## config.mk

```make
export PLATFORM = sky130hd
export DESIGN_NAME = cpu_step_clock_ctrl
export DESIGN_NICKNAME = d
export VERILOG_FILES = /design/src/rtl/cpu_step_clock_ctrl.sv
export SDC_FILE = /design/constraint.sdc
export NUM_CORES = 1
export LEC_CHECK = 0
export CORE_MARGIN = 4
export CORE_UTILIZATION = 51
export CTS_BUF_LIST = sky130_fd_sc_hd__clkbuf_16
export CTS_CLUSTER_DIAMETER = 60
export CTS_CLUSTER_SIZE = 8
export DETAILED_ROUTE_END_ITERATION = 8
export PLACE_DENSITY = 0.83
export SYNTH_ARGS = -nofsm -noshare
export SYNTH_HDL_FRONTEND = slang
export SYNTH_SLANG_ARGS = --single-unit
```

## constraint.sdc

```tcl
create_clock -name CLK -period 3.38 [get_ports CLK]
set_input_delay 0.507 -clock CLK [delete_from_list [all_inputs] [get_ports CLK]]
set_output_delay 0.507 -clock CLK [all_outputs]
set_load 0.005 [all_outputs]
```

## src/rtl/cpu_step_clock_ctrl.sv

```systemverilog
// CPU clock/step generator with debounced single-step button, cycle counter
// and paged 16-bit view of a wide CPU data word for the 7-seg driver.
module cpu_step_clock_ctrl #(
  parameter int unsigned DIV_SLOW   = 75_000_000,
  parameter int unsigned DIV_FAST   = 1_000_000,
  parameter int unsigned DEBOUNCE   = 1_000_000,
  parameter int unsigned DATA_W     = 32,
  parameter int unsigned SCROLL_DIV = 100_000_000,
  localparam int unsigned PAGES     = DATA_W / 16,
  localparam int unsigned PAGE_W    = (PAGES > 1) ? $clog2(PAGES) : 1
) (
  input  logic              CLK,
  input  logic              res,
  input  logic [1:0]        mode,
  input  logic              stepBtn,
  input  logic              autoScroll,
  input  logic [PAGE_W-1:0] pageSel,
  input  logic [DATA_W-1:0] cpuData,
  output logic              slowClk,
  output logic              stepTick,
  output logic [31:0]       cycleCount,
  output logic [PAGE_W-1:0] pageIdx,
  output logic [15:0]       dispData
);

  localparam int unsigned SLOTS = 1 << PAGE_W;

  typedef enum logic [1:0] {
    M_PAUSE = 2'b00,
    M_RUN   = 2'b01,
    M_STEP  = 2'b10,
    M_FAST  = 2'b11
  } mode_e;

  mode_e       mode_in;
  mode_e       mode_q;
  logic [31:0] div_cnt;
  logic [31:0] div_nxt;
  logic        slow_nxt;
  logic        rise;

  logic        sync1;
  logic        sync2;
  logic        deb_lvl;
  logic        deb_prev;
  logic [31:0] deb_cnt;

  logic              auto_q;
  logic [31:0]       scroll_cnt;
  logic [31:0]       scroll_nxt;
  logic [PAGE_W-1:0] page_nxt;
  logic [31:0]       sel_wide;
  logic [15:0]       words [SLOTS];

  assign mode_in = mode_e'(mode);
  assign rise    = slow_nxt & ~slowClk;

  // In STEP, slowClk can only be high while a step is in progress, so it
  // doubles as the step-active flag and div_cnt times the high phase.
  always_comb begin
    div_nxt  = div_cnt;
    slow_nxt = slowClk;
    if (mode_in != mode_q) begin
      div_nxt = '0;
      if (mode_in == M_STEP) slow_nxt = 1'b0;
    end else begin
      case (mode_in)
        M_RUN: begin
          if (div_cnt == DIV_SLOW - 1) begin
            div_nxt  = '0;
            slow_nxt = ~slowClk;
          end else begin
            div_nxt = div_cnt + 32'd1;
          end
        end
        M_FAST: begin
          if (div_cnt == DIV_FAST - 1) begin
            div_nxt  = '0;
            slow_nxt = ~slowClk;
          end else begin
            div_nxt = div_cnt + 32'd1;
          end
        end
        M_STEP: begin
          if (slowClk) begin
            if (div_cnt == DIV_FAST - 1) begin
              div_nxt  = '0;
              slow_nxt = 1'b0;
            end else begin
              div_nxt = div_cnt + 32'd1;
            end
          end else if (deb_lvl && !deb_prev) begin
            div_nxt  = '0;
            slow_nxt = 1'b1;
          end
        end
        default: ;
      endcase
    end
  end

  always_ff @(posedge CLK) begin
    if (res) begin
      mode_q     <= M_PAUSE;
      div_cnt    <= '0;
      slowClk    <= 1'b0;
      stepTick   <= 1'b0;
      cycleCount <= '0;
    end else begin
      mode_q     <= mode_in;
      div_cnt    <= div_nxt;
      slowClk    <= slow_nxt;
      stepTick   <= rise;
      cycleCount <= cycleCount + {31'b0, rise};
    end
  end

  // Level is accepted only after DEBOUNCE consecutive samples differing from it.
  always_ff @(posedge CLK) begin
    if (res) begin
      sync1    <= 1'b0;
      sync2    <= 1'b0;
      deb_lvl  <= 1'b0;
      deb_prev <= 1'b0;
      deb_cnt  <= '0;
    end else begin
      sync1    <= stepBtn;
      sync2    <= sync1;
      deb_prev <= deb_lvl;
      if (sync2 != deb_lvl) begin
        if (deb_cnt == DEBOUNCE - 1) begin
          deb_lvl <= sync2;
          deb_cnt <= '0;
        end else begin
          deb_cnt <= deb_cnt + 32'd1;
        end
      end else begin
        deb_cnt <= '0;
      end
    end
  end

  always_comb begin
    for (int unsigned i = 0; i < SLOTS; i++) words[i] = '0;
    for (int unsigned i = 0; i < PAGES; i++) words[i] = cpuData[i*16 +: 16];
  end

  always_comb begin
    scroll_nxt = scroll_cnt;
    page_nxt   = pageIdx;
    sel_wide   = '0;
    sel_wide[PAGE_W-1:0] = pageSel;
    if (autoScroll) begin
      if (!auto_q) begin
        scroll_nxt = '0;
      end else if (scroll_cnt == SCROLL_DIV - 1) begin
        scroll_nxt = '0;
        page_nxt   = (pageIdx == PAGE_W'(PAGES - 1)) ? '0 : pageIdx + PAGE_W'(1);
      end else begin
        scroll_nxt = scroll_cnt + 32'd1;
      end
    end else begin
      scroll_nxt = '0;
      page_nxt   = (sel_wide >= PAGES) ? PAGE_W'(PAGES - 1) : pageSel;
    end
  end

  always_ff @(posedge CLK) begin
    if (res) begin
      auto_q     <= 1'b0;
      scroll_cnt <= '0;
      pageIdx    <= '0;
      dispData   <= '0;
    end else begin
      auto_q     <= autoScroll;
      scroll_cnt <= scroll_nxt;
      pageIdx    <= page_nxt;
      dispData   <= words[page_nxt];
    end
  end

endmodule
```

==> results of run 1 <==
==> worst reg2reg max path, stage by stage, from the launching register on <==
cell and delay (ns):
dfxtp_1 0.34, or4_4 0.56, nor4_4 0.28, o2111ai_1 0.14
o21ai_1 0.18, ha_1 0.20, ha_1 0.17, and4_1 0.22
nand4_1 0.10, buf_4 0.18, nor4_1 0.31, xnor2_1 0.16
nor2_1 0.05
==> kinds of logic after synthesis <==
kind of cell / Yosys count
muxes: 5
DFF: 154
AOI/OAI and AO/OA: 138
buffers and inverters: 66
and+or+nand+nor: 395
adders and majority gates: 5
xor gates and xnor gates: 96
==> power breakdown <==
part | switching [mW] | internal, mW
clock network | 0.803 | 0.951
registers | 0.0118 | 1.84
logic | 0.0934 | 0.103
==> per-stage QoR <==
stage	cell area, um2	setup WS (ns)
after global routing	9010	0.0248
final	9010	0.213
after floorplan	7430	0.156
after global placement	8460	-0.210
after detailed placement	8460	-0.337
after CTS	9000	0.110
==> state kept, by name (all words and copies together), names as in the netlist <==
register,cells
deb_cnt,32
deb_lvl,1
dispData,16
cycleCount,32
scroll_cnt,32
auto_q,1
sync2,1
slowClk,1
mode_q,2
deb_prev,1
div_cnt,32
stepTick,1
sync1,1
pageIdx,1
==> how the worst max path moves through the flow <==
stage | slack (ns) | startpoint | cells after the start | end
2_1_floorplan | 0.16 | div_cnt[8]$_SDFFE_PP0P_ | 12 | cycleCount[30]$_SDFF_PP0_
3_3_place_gp | -0.21 | mode[0] | 13 | cycleCount[26]$_SDFF_PP0_
3_5_place_dp | -0.34 | mode[0] | 13 | cycleCount[26]$_SDFF_PP0_
4_1_cts | 0.11 | mode[0] | 13 | cycleCount[26]$_SDFF_PP0_
5_1_grt | 0.02 | mode[0] | 14 | cycleCount[18]$_SDFF_PP0_
6_report | 0.21 | mode[0] | 13 | cycleCount[28]$_SDFF_PP0_
==> repair_timing <==
item	CTS	global route
resized for setup	0	3
endpoints found under the setup margin	0	5
hold endpoints to repair	0	0
setup buffers	0	0
==> layout by cell type (no fill, tap or decap), types with 17 or more instances in the layout <==
cell type | netlist | final
buf_4 | 3 | 23
nand3_1 | 45 | 45
o311ai_0 | 17 | 17
a21oi_1 | 47 | 47
inv_1 | 19 | 20
nand2_1 | 56 | 56
or3_1 | 25 | 25
clkbuf_16 | 0 | 17
clkdlybuf4s50_1 | 0 | 88
nor2_1 | 106 | 106
xor2_1 | 32 | 32
xnor2_1 | 64 | 64
nand4_1 | 36 | 36
dfxtp_1 | 154 | 154
nor3_1 | 21 | 21
o21ai_0 | 23 | 22
nor4_1 | 26 | 25
==> metal layers <==
layer  part of all wire [%]  vias up
met4                    1.9        2
met1                     46     3083
met3                    4.1       33
li1                       -     3287
met2                     47      138
met5                  0.065        -
==> area by class of cell <==
class,count,area (um2)
Fill cell,1151,5090
Multi-Input combinational cell,639,4030
Sequential cell,154,3080
Timing Repair Buffer,112,1060
Clock buffer,17,425
Tap cell,180,225
Clock inverter,14,116
Inverter,20,75.1
==> impl_metrics.json, run 1 <==
{
  "synth_compound_area_share_pct": 12.4,
  "maxCapViolCount": 0,
  "grtUsageTotal_pct": 20.9,
  "gr-max-usage-layer": "met2",
  "grt_overflow": 0,
  "tns_ns": 0,
  "skew_ns": 0.00869,
  "vias": 6543,
  "synth_edf_count": 0,
  "area_growth_pct": 21.3,
  "critPathSlowestCell": "or4b_2",
  "ir_worst_vdd_mv": 0.338,
  "slew_headroom_pct": 51.4,
  "critical-path-top-delay-family": "simple AND/OR/NAND/NOR gates",
  "min_to": "sync2$_SDFF_PP0_",
  "rsz0062_at_grt": "false",
  "synth_nets": 903,
  "use_met3_pct": 4.36,
  "synthMuxAreaShare_pct": 0.707,
  "start_kind": "input pin",
  "clk_latency_ns": 0.43,
  "path_clk_slew_ns": 0.07,
  "cts_tree": "done",
  "crit_buf_inv": 2,
  "cts_buffers": 17,
  "rr_startpoint": "div_cnt[8]$_SDFFE_PP0P_",
  "cp.arrival_ns": 3.46,
  "synth_seq_area_share_pct": 41.5,
  "hpwlAfterDp_mm": 11.5,
  "endpoint_kind": "flip-flop",
  "crit_chain": "clkdlybuf4s50_1 > or4b_2 > a21oi_1 > o2111ai_1 > o21ai_1 > ha_1 > ha_1 > and4_1 > nand4_1 > buf_4 > nor4_1 > xnor2_1 > nor2_1",
  "hold_viol_final": 0,
  "gp_congestion": 0.856,
  "final_util_pct": 63.9,
  "synth_common_cells": "dfxtp_1 (154), nor2_1 (106), xnor2_1 (64), nand2_1 (56), a21oi_1 (47)",
  "synth-xor-area-share_pct": 11.3,
  "r2r-end": "cycleCount[28]$_SDFF_PP0_",
  "synth_area_leaders": "dfxtp_1 (42%), xnor2_1 (7.5%), nor2_1 (5.4%), xor2_1 (3.8%), a21oi_1 (3.2%)",
  "status": "finished clean",
  "io_buffers": 89,
  "dieArea_um2": 16600,
  "cts_root_buffer": "clkbuf_16",
  "setup_viol": 0,
  "total_power_mw": 3.80,
  "p_leak_nw": 2.79,
  "reg2reg_depth": 12,
  "start_util_pct": 52.7,
  "yosys.cell_types.count": 63,
  "synth_seq_cells": 154,
  "grt_util_met1_pct": 27.7,
  "synth_most_common_cell": "dfxtp_1",
  "n_antenna_cell": 0,
  "required_ns": 3.68,
  "ctsHtreeMaxLevel": 4,
  "grt_max_degree": 37,
  "drc": 0,
  "hold_class": "reg -> reg",
  "wire_per_inst_um": 14.9,
  "reg2reg_setup_slack_ns": 0.35,
  "use_met2_pct": 33.7,
  "fmax_ghz": 0.316,
  "hold_depth": 1,
  "postSynth.asyncResetShare_pct": 0,
  "fp.coreArea_um2": 14100,
  "synthAdderAreaFrac_pct": 0.842,
  "clock_path_buffers": 2,
  "clkSinkCount": 154,
  "rows": 43,
  "synth_top_family_by_area": "simple AND/OR/NAND/NOR gates",
  "grt_first_pass_wirelength_mm": 28.8,
  "final_nets": 988,
  "totalWireLength_mm": 17.0,
  "cpMostUsedCell": "ha_1",
  "antenna_found_initial": 1,
  "maxSlewViolCount": 0,
  "io_pins": 90,
  "first_pass_iters": 5,
  "drt_iter0_drc": 509,
  "synth_top_cell_by_area": "dfxtp_1",
  "hold_start": "sync1$_SDFF_PP0_",
  "post_drt_via_cell_ratio": 5.76,
  "synth_top_area_share_pct": 41.5,
  "critical-path-max-stage-delay_ns": 0.67,
  "worstPathMaxFanout": 8,
  "min_period_over_period_pct": 93.7,
  "dp_cells": 1105,
  "die_w_um": 129,
  "grt_pass1_vias": 5988,
  "final_antenna_net_count": 0,
  "netlist_area_um2": 7430,
  "holdWs_ns": 0.454,
  "syn_inst": 859,
  "synthSimpleGateAreaFrac_pct": 28.7,
  "yosys_warnings": 0,
  "die_h_um": 129,
  "fin_cells": 1136,
  "synthFlopType": "dfxtp_1",
  "drive_above_1_share_pct": 8.16,
  "worstMarginPinSlew_ns": 0.723,
  "post-route-min-period_ns": 3.17,
  "powerDensity_nw_per_um2": 422,
  "hold_buffers": 0,
  "critPathKind": "in -> reg",
  "syn_avg_cell_area_um2": 8.65
}
No activity file was read; power rests on OpenSTA's default activity.
==> run 2, diff against run 1 <==
--- a/config.mk
+++ b/config.mk
@@ -5,13 +5,16 @@
 export SDC_FILE = /design/constraint.sdc
 export NUM_CORES = 1
 export LEC_CHECK = 0
+export CELL_PAD_IN_SITES_DETAIL_PLACEMENT = 1
+export CELL_PAD_IN_SITES_GLOBAL_PLACEMENT = 1
 export CORE_MARGIN = 4
-export CORE_UTILIZATION = 51
+export CORE_UTILIZATION = 38
 export CTS_BUF_LIST = sky130_fd_sc_hd__clkbuf_16
 export CTS_CLUSTER_DIAMETER = 60
 export CTS_CLUSTER_SIZE = 8
 export DETAILED_ROUTE_END_ITERATION = 8
-export PLACE_DENSITY = 0.83
+export PLACE_DENSITY = 0.82
+export SKIP_CTS_REPAIR_TIMING = 1
 export SYNTH_ARGS = -nofsm -noshare
 export SYNTH_HDL_FRONTEND = slang
 export SYNTH_SLANG_ARGS = --single-unit
==> run 2 against run 1 <==
Compared with the run above:
- first-iteration DRC count shrank 55%
- sequential share of layout area fell by 0.58 points
- non-clock buffer count increased by 4
- critical path type unchanged
==> impl_metrics.json, run 2 (synthesized netlist as in run 1, its figures left out) <==
{
  "hpwlAfterDp_mm": 14.0,
  "clkSinkCount": 154,
  "rr_startpoint": "div_cnt[8]$_SDFFE_PP0P_",
  "setup_viol": 0,
  "die_h_um": 148,
  "status": "finished clean",
  "grt_max_degree": 33,
  "p_leak_nw": 2.83,
  "endpoint_kind": "flip-flop",
  "start_util_pct": 39.2,
  "final_util_pct": 48.4,
  "path_clk_slew_ns": 0.07,
  "crit_cells": 13,
  "drive_above_1_share_pct": 8.74,
  "hold_start": "scroll_cnt[0]$_SDFF_PP0_",
  "maxCapViolCount": 0,
  "r2r-end": "cycleCount[30]$_SDFF_PP0_",
  "worstMarginPinSlew_ns": 0.771,
  "totalWireLength_mm": 20.6,
  "crit_start": "mode[0]",
  "reg2reg_setup_slack_ns": 0.27,
  "first_pass_iters": 5,
  "layout_common_cells": "dfxtp_1 (154), nor2_1 (106), clkdlybuf4s50_1 (88), xnor2_1 (64), nand2_1 (56)",
  "maxSlewViolCount": 0,
  "fp.coreArea_um2": 19000,
  "die_w_um": 148,
  "drt_iter0_drc": 229,
  "grtUsageTotal_pct": 18.8,
  "worstPathMaxFanout": 11,
  "min_period_over_period_pct": 94.1,
  "area_growth_pct": 23.4,
  "final_nets": 992,
  "clock_path_buffers": 2,
  "fmax_ghz": 0.314,
  "vias": 6777,
  "powerDensity_nw_per_um2": 428,
  "post-route-min-period_ns": 3.18,
  "total_power_mw": 3.93,
  "final_common_cell": "dfxtp_1",
  "hold_viol_final": 0,
  "critical-path-top-delay-family": "simple AND/OR/NAND/NOR gates",
  "cts_tree": "done",
  "required_ns": 3.70,
  "antenna_found_initial": 0,
  "critPathKind": "in -> reg",
  "wire_per_inst_um": 16.9,
  "drc": 0,
  "grt_overflow": 0,
  "start_kind": "input pin",
  "crit_chain": "clkdlybuf4s50_1 > or4b_2 > a21oi_1 > o2111ai_1 > o21ai_1 > ha_1 > ha_1 > and4_2 > nand4_1 > buf_4 > nor4_1 > xnor2_1 > nor2_1",
  "grt_pass1_vias": 6842,
  "nFillCells": 2246,
  "io_pins": 90,
  "rows": 50,
  "cts_buffers": 17,
  "cts_root_buffer": "clkbuf_16",
  "hold_depth": 1,
  "cp.arrival_ns": 3.50,
  "dieArea_um2": 21800,
  "skew_ns": 0.00985,
  "grt_first_pass_wirelength_mm": 34.2,
  "io_buffers": 89,
  "final_antenna_net_count": 0,
  "critPathSlowestCell": "or4b_2",
  "post_drt_via_cell_ratio": 5.55,
  "ir_worst_vdd_mv": 0.301,
  "hold_class": "reg -> reg",
  "min_to": "scroll_cnt[0]$_SDFF_PP0_",
  "slew_headroom_pct": 48.2,
  "dp_cells": 1189,
  "ctsHtreeMaxLevel": 4,
  "cpMostUsedCell": "ha_1",
  "critical-path-max-stage-delay_ns": 0.66,
  "crit_buf_inv": 2,
  "n_antenna_cell": 0,
  "reg2reg_depth": 12,
  "fin_cells": 1221,
  "gp_congestion": 0.782,
  "clk_latency_ns": 0.43
}
==> run 2: layout make-up <==
class | count | area, um2 | share of cell area, %
multi-input cells | 639 | 4030 | 43.9
flip-flops and latches | 154 | 3080 | 33.6
repair buffers | 116 | 1090 | 11.9
clock buffers | 17 | 425 | 4.64
well taps | 260 | 325 | 3.55
clock inverters | 15 | 143 | 1.56
inverters | 20 | 75.1 | 0.819
==> run 2: where the power goes <==
group | switching [mW] | internal (mW)
Clock | 0.844 | 1.03
Combinational | 0.101 | 0.105
Sequential | 0.0115 | 1.84
==> run 2: worst max path at each step <==
stage                                     end  slack [ns]
detailed placement  cycleCount[18]$_SDFF_PP0_       -0.39
CTS                 cycleCount[18]$_SDFF_PP0_        0.06
finish              cycleCount[30]$_SDFF_PP0_        0.20
floorplan           cycleCount[30]$_SDFF_PP0_        0.16
global placement    cycleCount[26]$_SDFF_PP0_       -0.26
global route        cycleCount[30]$_SDFF_PP0_      -0.001
==> run 2: per-layer routing <==
layer | up-vias | track usage (%) | wire [um]
met5 | - | 0 | 0
met4 | 0 | 7.21 | 485
met3 | 38 | 3.28 | 656
met2 | 113 | 32.7 | 10400
met1 | 3335 | 23.3 | 9050
li1 | 3291 | - | -
==> run 2: stage by stage <==
stage | setup WS, ns | setup TNS, ns | hold slack [ns] | cell area (um2)
floorplan | 0.156 | 0 | 0.414 | 7430
global placement | -0.264 | -1.92 | 0.440 | 8590
detailed placement | -0.394 | -3.66 | 0.447 | 8590
CTS | 0.0633 | 0 | 0.463 | 9150
global route | -0.00138 | -0.00138 | 0.491 | 9170
finish | 0.199 | 0 | 0.461 | 9170
==> variant 1: new RTL, flow settings as in run 1 <==
Set the parameter `DATA_W` to 16 (it was 32).
--- a/src/rtl/cpu_step_clock_ctrl.sv
+++ b/src/rtl/cpu_step_clock_ctrl.sv
@@ -4,7 +4,7 @@
   parameter int unsigned DIV_SLOW   = 75_000_000,
   parameter int unsigned DIV_FAST   = 1_000_000,
   parameter int unsigned DEBOUNCE   = 1_000_000,
-  parameter int unsigned DATA_W     = 32,
+  parameter int unsigned DATA_W     = 16,
   parameter int unsigned SCROLL_DIV = 100_000_000,
   localparam int unsigned PAGES     = DATA_W / 16,
   localparam int unsigned PAGE_W    = (PAGES > 1) ? $clog2(PAGES) : 1
Interface: changed (resized cpuData); port bits go from 90 to 74. No check against the original RTL was run, so the function may have changed too.
==> variant 1 against run 1 <==
Sequential cell count unchanged; wire length down 7.6%; total power up 2.6%; clock skew down 3.0 ps; synthesized area down 5.7%; die area down 5.3%; setup slack worse by 12 ps; design area down 4.8%; count of clock-buffer cells in the layout unchanged.
==> variant 1: results (changes against run 1) <==
Status: finished, final reports clean
Mapped Nets: 819 (-9.3%)
Postcts setup bufs: 0 (unchanged)
Clock latency at the later pin of the worst-skew pair: 420 ps
Multiplexer area fraction after synthesis: 0.00143 (-0.00565)
Total Nets Final: 897 (-9.2%)
Worst EP arrival: 3530 ps (+70 ps)
Slew margin rel.: 0.318 (-0.196)
Global Route Usage Sum: 0.202 (-0.00776)
Max incr delay on CP: 480 ps (-190 ps)
Family with the most delay on the worst path: simple AND/OR/NAND/NOR gates
First-pass GRT wire length: 26.6 mm (-7.5%)
Top cells by area, synth: dfxtp_1 (44%), xnor2_1 (6.6%), xor2_1 (6.4%)
Post-synth top area cell: dfxtp_1
Leak: 2.77 nW (-0.77%)
Worst Clk Skew: 5.72 ps (-2.96 ps)
H-tree Lvls: 4 (unchanged)
R2r worst-path depth: 13 (+1)
HP Start: sync1
# port buffers: 72 (-19%)
Placed Cells: 1,025 (-7.2%)
Fmax: 0.315 GHz (-0.37%)
Finished Layout Cells: 1,057 (-7.0%)
Number of diodes: 0 (unchanged)
Post-synthesis xor/xnor area fraction: 0.130 (+0.0168)
Post-synth cell types: 61 (-3.2%)
Drt initial violations: 466 (-8.4%)
Compound-cell area share of the yosys netlist: 0.0771 (-0.0472)
Syn_area_per_cell: 8.86 µm² (+2.5%)
CP max FO: 5 (-3)
HPWL after DPL: 10.6 mm (-7.9%)
Placer Congestion: 0.922 (+7.7%)
Flop pwr share: 0.471 (-0.016)
Routed wire length: 15.7 mm (-7.6%)
Reg-to-Reg Start: div_cnt[7]
Pin count of the biggest net entering global routing: 41 (+11%)
Reg-to-Reg End: cycleCount[28]
VDD IR max: 0.366 mV (+8.3%)
Vias in the first global route: 5,615 (-6.2%)
Layout cell share with drive strength beyond 1: 0.109 (+0.0274)
Initial antenna violation count: 0 (-1)
Asr flop ratio synth: 0 (unchanged)
Synth top cells by count: dfxtp_1 (154), nor2_1 (105), xnor2_1 (53)
Worst path slowest cell: or4b_4
Final hold slack: 436 ps (-18.5 ps)
Worst Hold Class: reg -> reg
Synth warn: 0 (unchanged)
R2r setup slk: 200 ps (-150 ps)
Placed Area: 0.00792 mm² (-6.3%)
Mean number of vias per cell: 5.59 (-2.9%)
Combinational power: 109 µW (-44%)
Seq/Total Area, Yosys: 0.440 (+0.0249)
NetSw: 790 µW (-13%)
Comb pwr share: 0.028 (-0.024)
TritonCTS Buffers: 17 (unchanged)
Post_cts resized: 0 (unchanged)
Dpl ws: -80.2 ps (+257 ps)
Synthesized-area fraction occupied by adder cells: 0.00893 (+0.000505)
[variant 1: routing by layer]
metal | vias to the layer above | GRT usage | share of wire
met5 | - | 0 | 0
met4 | 0 | 0.0695 | 0.017
met3 | 23 | 0.0461 | 0.038
met2 | 131 | 0.343 | 0.50
met1 | 2816 | 0.253 | 0.44
li1 | 2939 | - | -
[variant 1: cell type report]
type	count	area (µm²)
Clock buffer	17	425
Tap cell	176	220
Sequential cell	154	3090
Inverter	20	75.1
Multi-Input combinational cell	580	3690
Fill cell	1093	4770
Clock inverter	14	179
Timing Repair Buffer	96	901
[variant 1: worst max-delay path by stage]
stage / endpoint / from / cells after the start
global placement: cycleCount[30] / mode[0] / 13
detailed placement: cycleCount[28] / mode[0] / 13
CTS: cycleCount[28] / div_cnt[22] / 12
finish: cycleCount[28] / div_cnt[7] / 13
floorplan: cycleCount[30] / div_cnt[7] / 12
global route: cycleCount[28] / div_cnt[7] / 13
==> variant 2: new RTL, flow settings as in run 1 <==
Made on the original files. Put one more register stage on the output `cycleCount`, without a reset. The value now appears one clock later. The other outputs are not delayed to match.
--- a/src/rtl/cpu_step_clock_ctrl.sv
+++ b/src/rtl/cpu_step_clock_ctrl.sv
@@ -31,6 +31,8 @@
     M_STEP  = 2'b10,
     M_FAST  = 2'b11
   } mode_e;
+
+  logic [31:0] cycleCount_s0;
 
   mode_e       mode_in;
   mode_e       mode_q;
@@ -105,13 +107,13 @@
       div_cnt    <= '0;
       slowClk    <= 1'b0;
       stepTick   <= 1'b0;
-      cycleCount <= '0;
+      cycleCount_s0 <= '0;
     end else begin
       mode_q     <= mode_in;
       div_cnt    <= div_nxt;
       slowClk    <= slow_nxt;
       stepTick   <= rise;
-      cycleCount <= cycleCount + {31'b0, rise};
+      cycleCount_s0 <= cycleCount_s0 + {31'b0, rise};
     end
   end
 
@@ -179,4 +181,8 @@
     end
   end
 
+  always_ff @(posedge CLK) begin
+    cycleCount <= cycleCount_s0;
+  end
+
 endmodule
Check against the original RTL: same outputs for any inputs over 4 cycles, from zero or initial values; that may be too few to reach the edited logic, so the function may still have changed.
==> variant 2 against run 1 <==
Sequential cell count increased by 32; sequential power grew 20%; count of clock-buffer cells in the layout unchanged; design area rose by 9.0%; non-clock buffer count increased by 21; setup slack worse by 200 ps; clock power up 11%; synthesized area increased by 6.2%; highest routed layer is now met4; first-iteration DRC count down 11%; largest cell class unchanged; wire length increased by 4.9%; total power is 15% higher; clock skew up 3.2 ps.
==> variant 2: results (changes against run 1) <==
Routed wire length: 17.8 mm (+4.9%)
Mean number of vias per cell: 5.67 (-1.6%)
Tightest Pin Transition: 1210 ps (+482 ps)
Total Nets Final: 1,019 (+3.1%)
Worst path slowest cell: or4_4
Pin count of the biggest net entering global routing: 43 (+16%)
Drt initial violations: 452 (-11%)
Post-synth cell types: 51 (-19%)
Vias in the first global route: 6,333 (+5.8%)
Placer Congestion: 0.852 (-0.42%)
Vias: 6,666 (+1.9%)
Layout cell share with drive strength beyond 1: 0.103 (+0.0216)
HPWL after DPL: 11.6 mm (+1.3%)
Status: finished, final reports clean
Worst EP arrival: 3730 ps (+270 ps)
First-pass GRT wire length: 29.2 mm (+1.5%)
Reg clk slew, reported paths: 70 ps (about the same)
Initial antenna violation count: 0 (-1)
Placed Area: 0.00910 mm² (+7.6%)
Synth top cells by count: dfxtp_1 (186), nor2_1 (90), xnor2_1 (52)
Mapped Nets: 910 (+0.78%)
Worst Clk Skew: 11.9 ps (+3.22 ps)
Global Route Usage Sum: 0.198 (-0.0110)
Dpl ws: -90.7 ps (+247 ps)
Leak: 3.28 nW (+17%)
Max incr delay on CP: 530 ps (-140 ps)
VDD IR max: 0.452 mV (+34%)
Top cells by area, synth: dfxtp_1 (47%), xnor2_1 (5.8%), xor2_1 (5.6%)
-- variant 2: final timing paths --
kind | slack [ps] | depth (start not counted) | endpoint | start
min | 370 | 0 | cycleCount[27] | cycleCount_s0[27]
max reg2reg | 10 | 12 | cycleCount_s0[24] | div_cnt[23]
max | 10 | 12 | cycleCount_s0[24] | div_cnt[23]
min reg2reg | 370 | 0 | cycleCount[27] | cycleCount_s0[27]
-- variant 2: power by group --
group / switching, mW / internal [mW]
combinational: 0.0883 / 0.109
sequential: 0.00888 / 2.21
clock: 0.858 / 1.09
total: 0.956 / 3.41
-- variant 2: timing repair --
| item | in CTS | in global routing |
|---|---|---|
| setup buffers | 3 | 4 |
| resized for setup | 8 | 15 |
| pin swaps | 9 | 6 |
| setup endpoints to repair | 8 | 17 |
-- variant 2: logic make-up (layout without fill, tap and decap cells) --
logic type / after synthesis / in the layout / synth area share
buffers and inverters: 58 / 180 / 0.0305
and+or+nand+nor: 410 / 410 / 0.279
adders and majority gates: 5 / 5 / 0.00793
AOI/OAI and AO/OA: 85 / 85 / 0.0714
xor gates and xnor gates: 102 / 102 / 0.113
DFF: 186 / 186 / 0.472
muxes: 20 / 20 / 0.0254
-- variant 2: layout make-up --
class	count	area, µm²
clock buffer	17	425
timing repair buffer	133	1220
inverter	15	56.3
multi-input combinational	622	4020
fill	1173	5380
sequential	186	3720
tap	188	235
clock inverter	15	146
-- variant 2: layer usage --
metal	GRT usage	vias up	wire, µm
li1	-	3277	-
met2	0.338	187	8810
met5	0	-	0
met1	0.231	3167	7490
met4	0.0722	0	355
met3	0.0691	35	1160
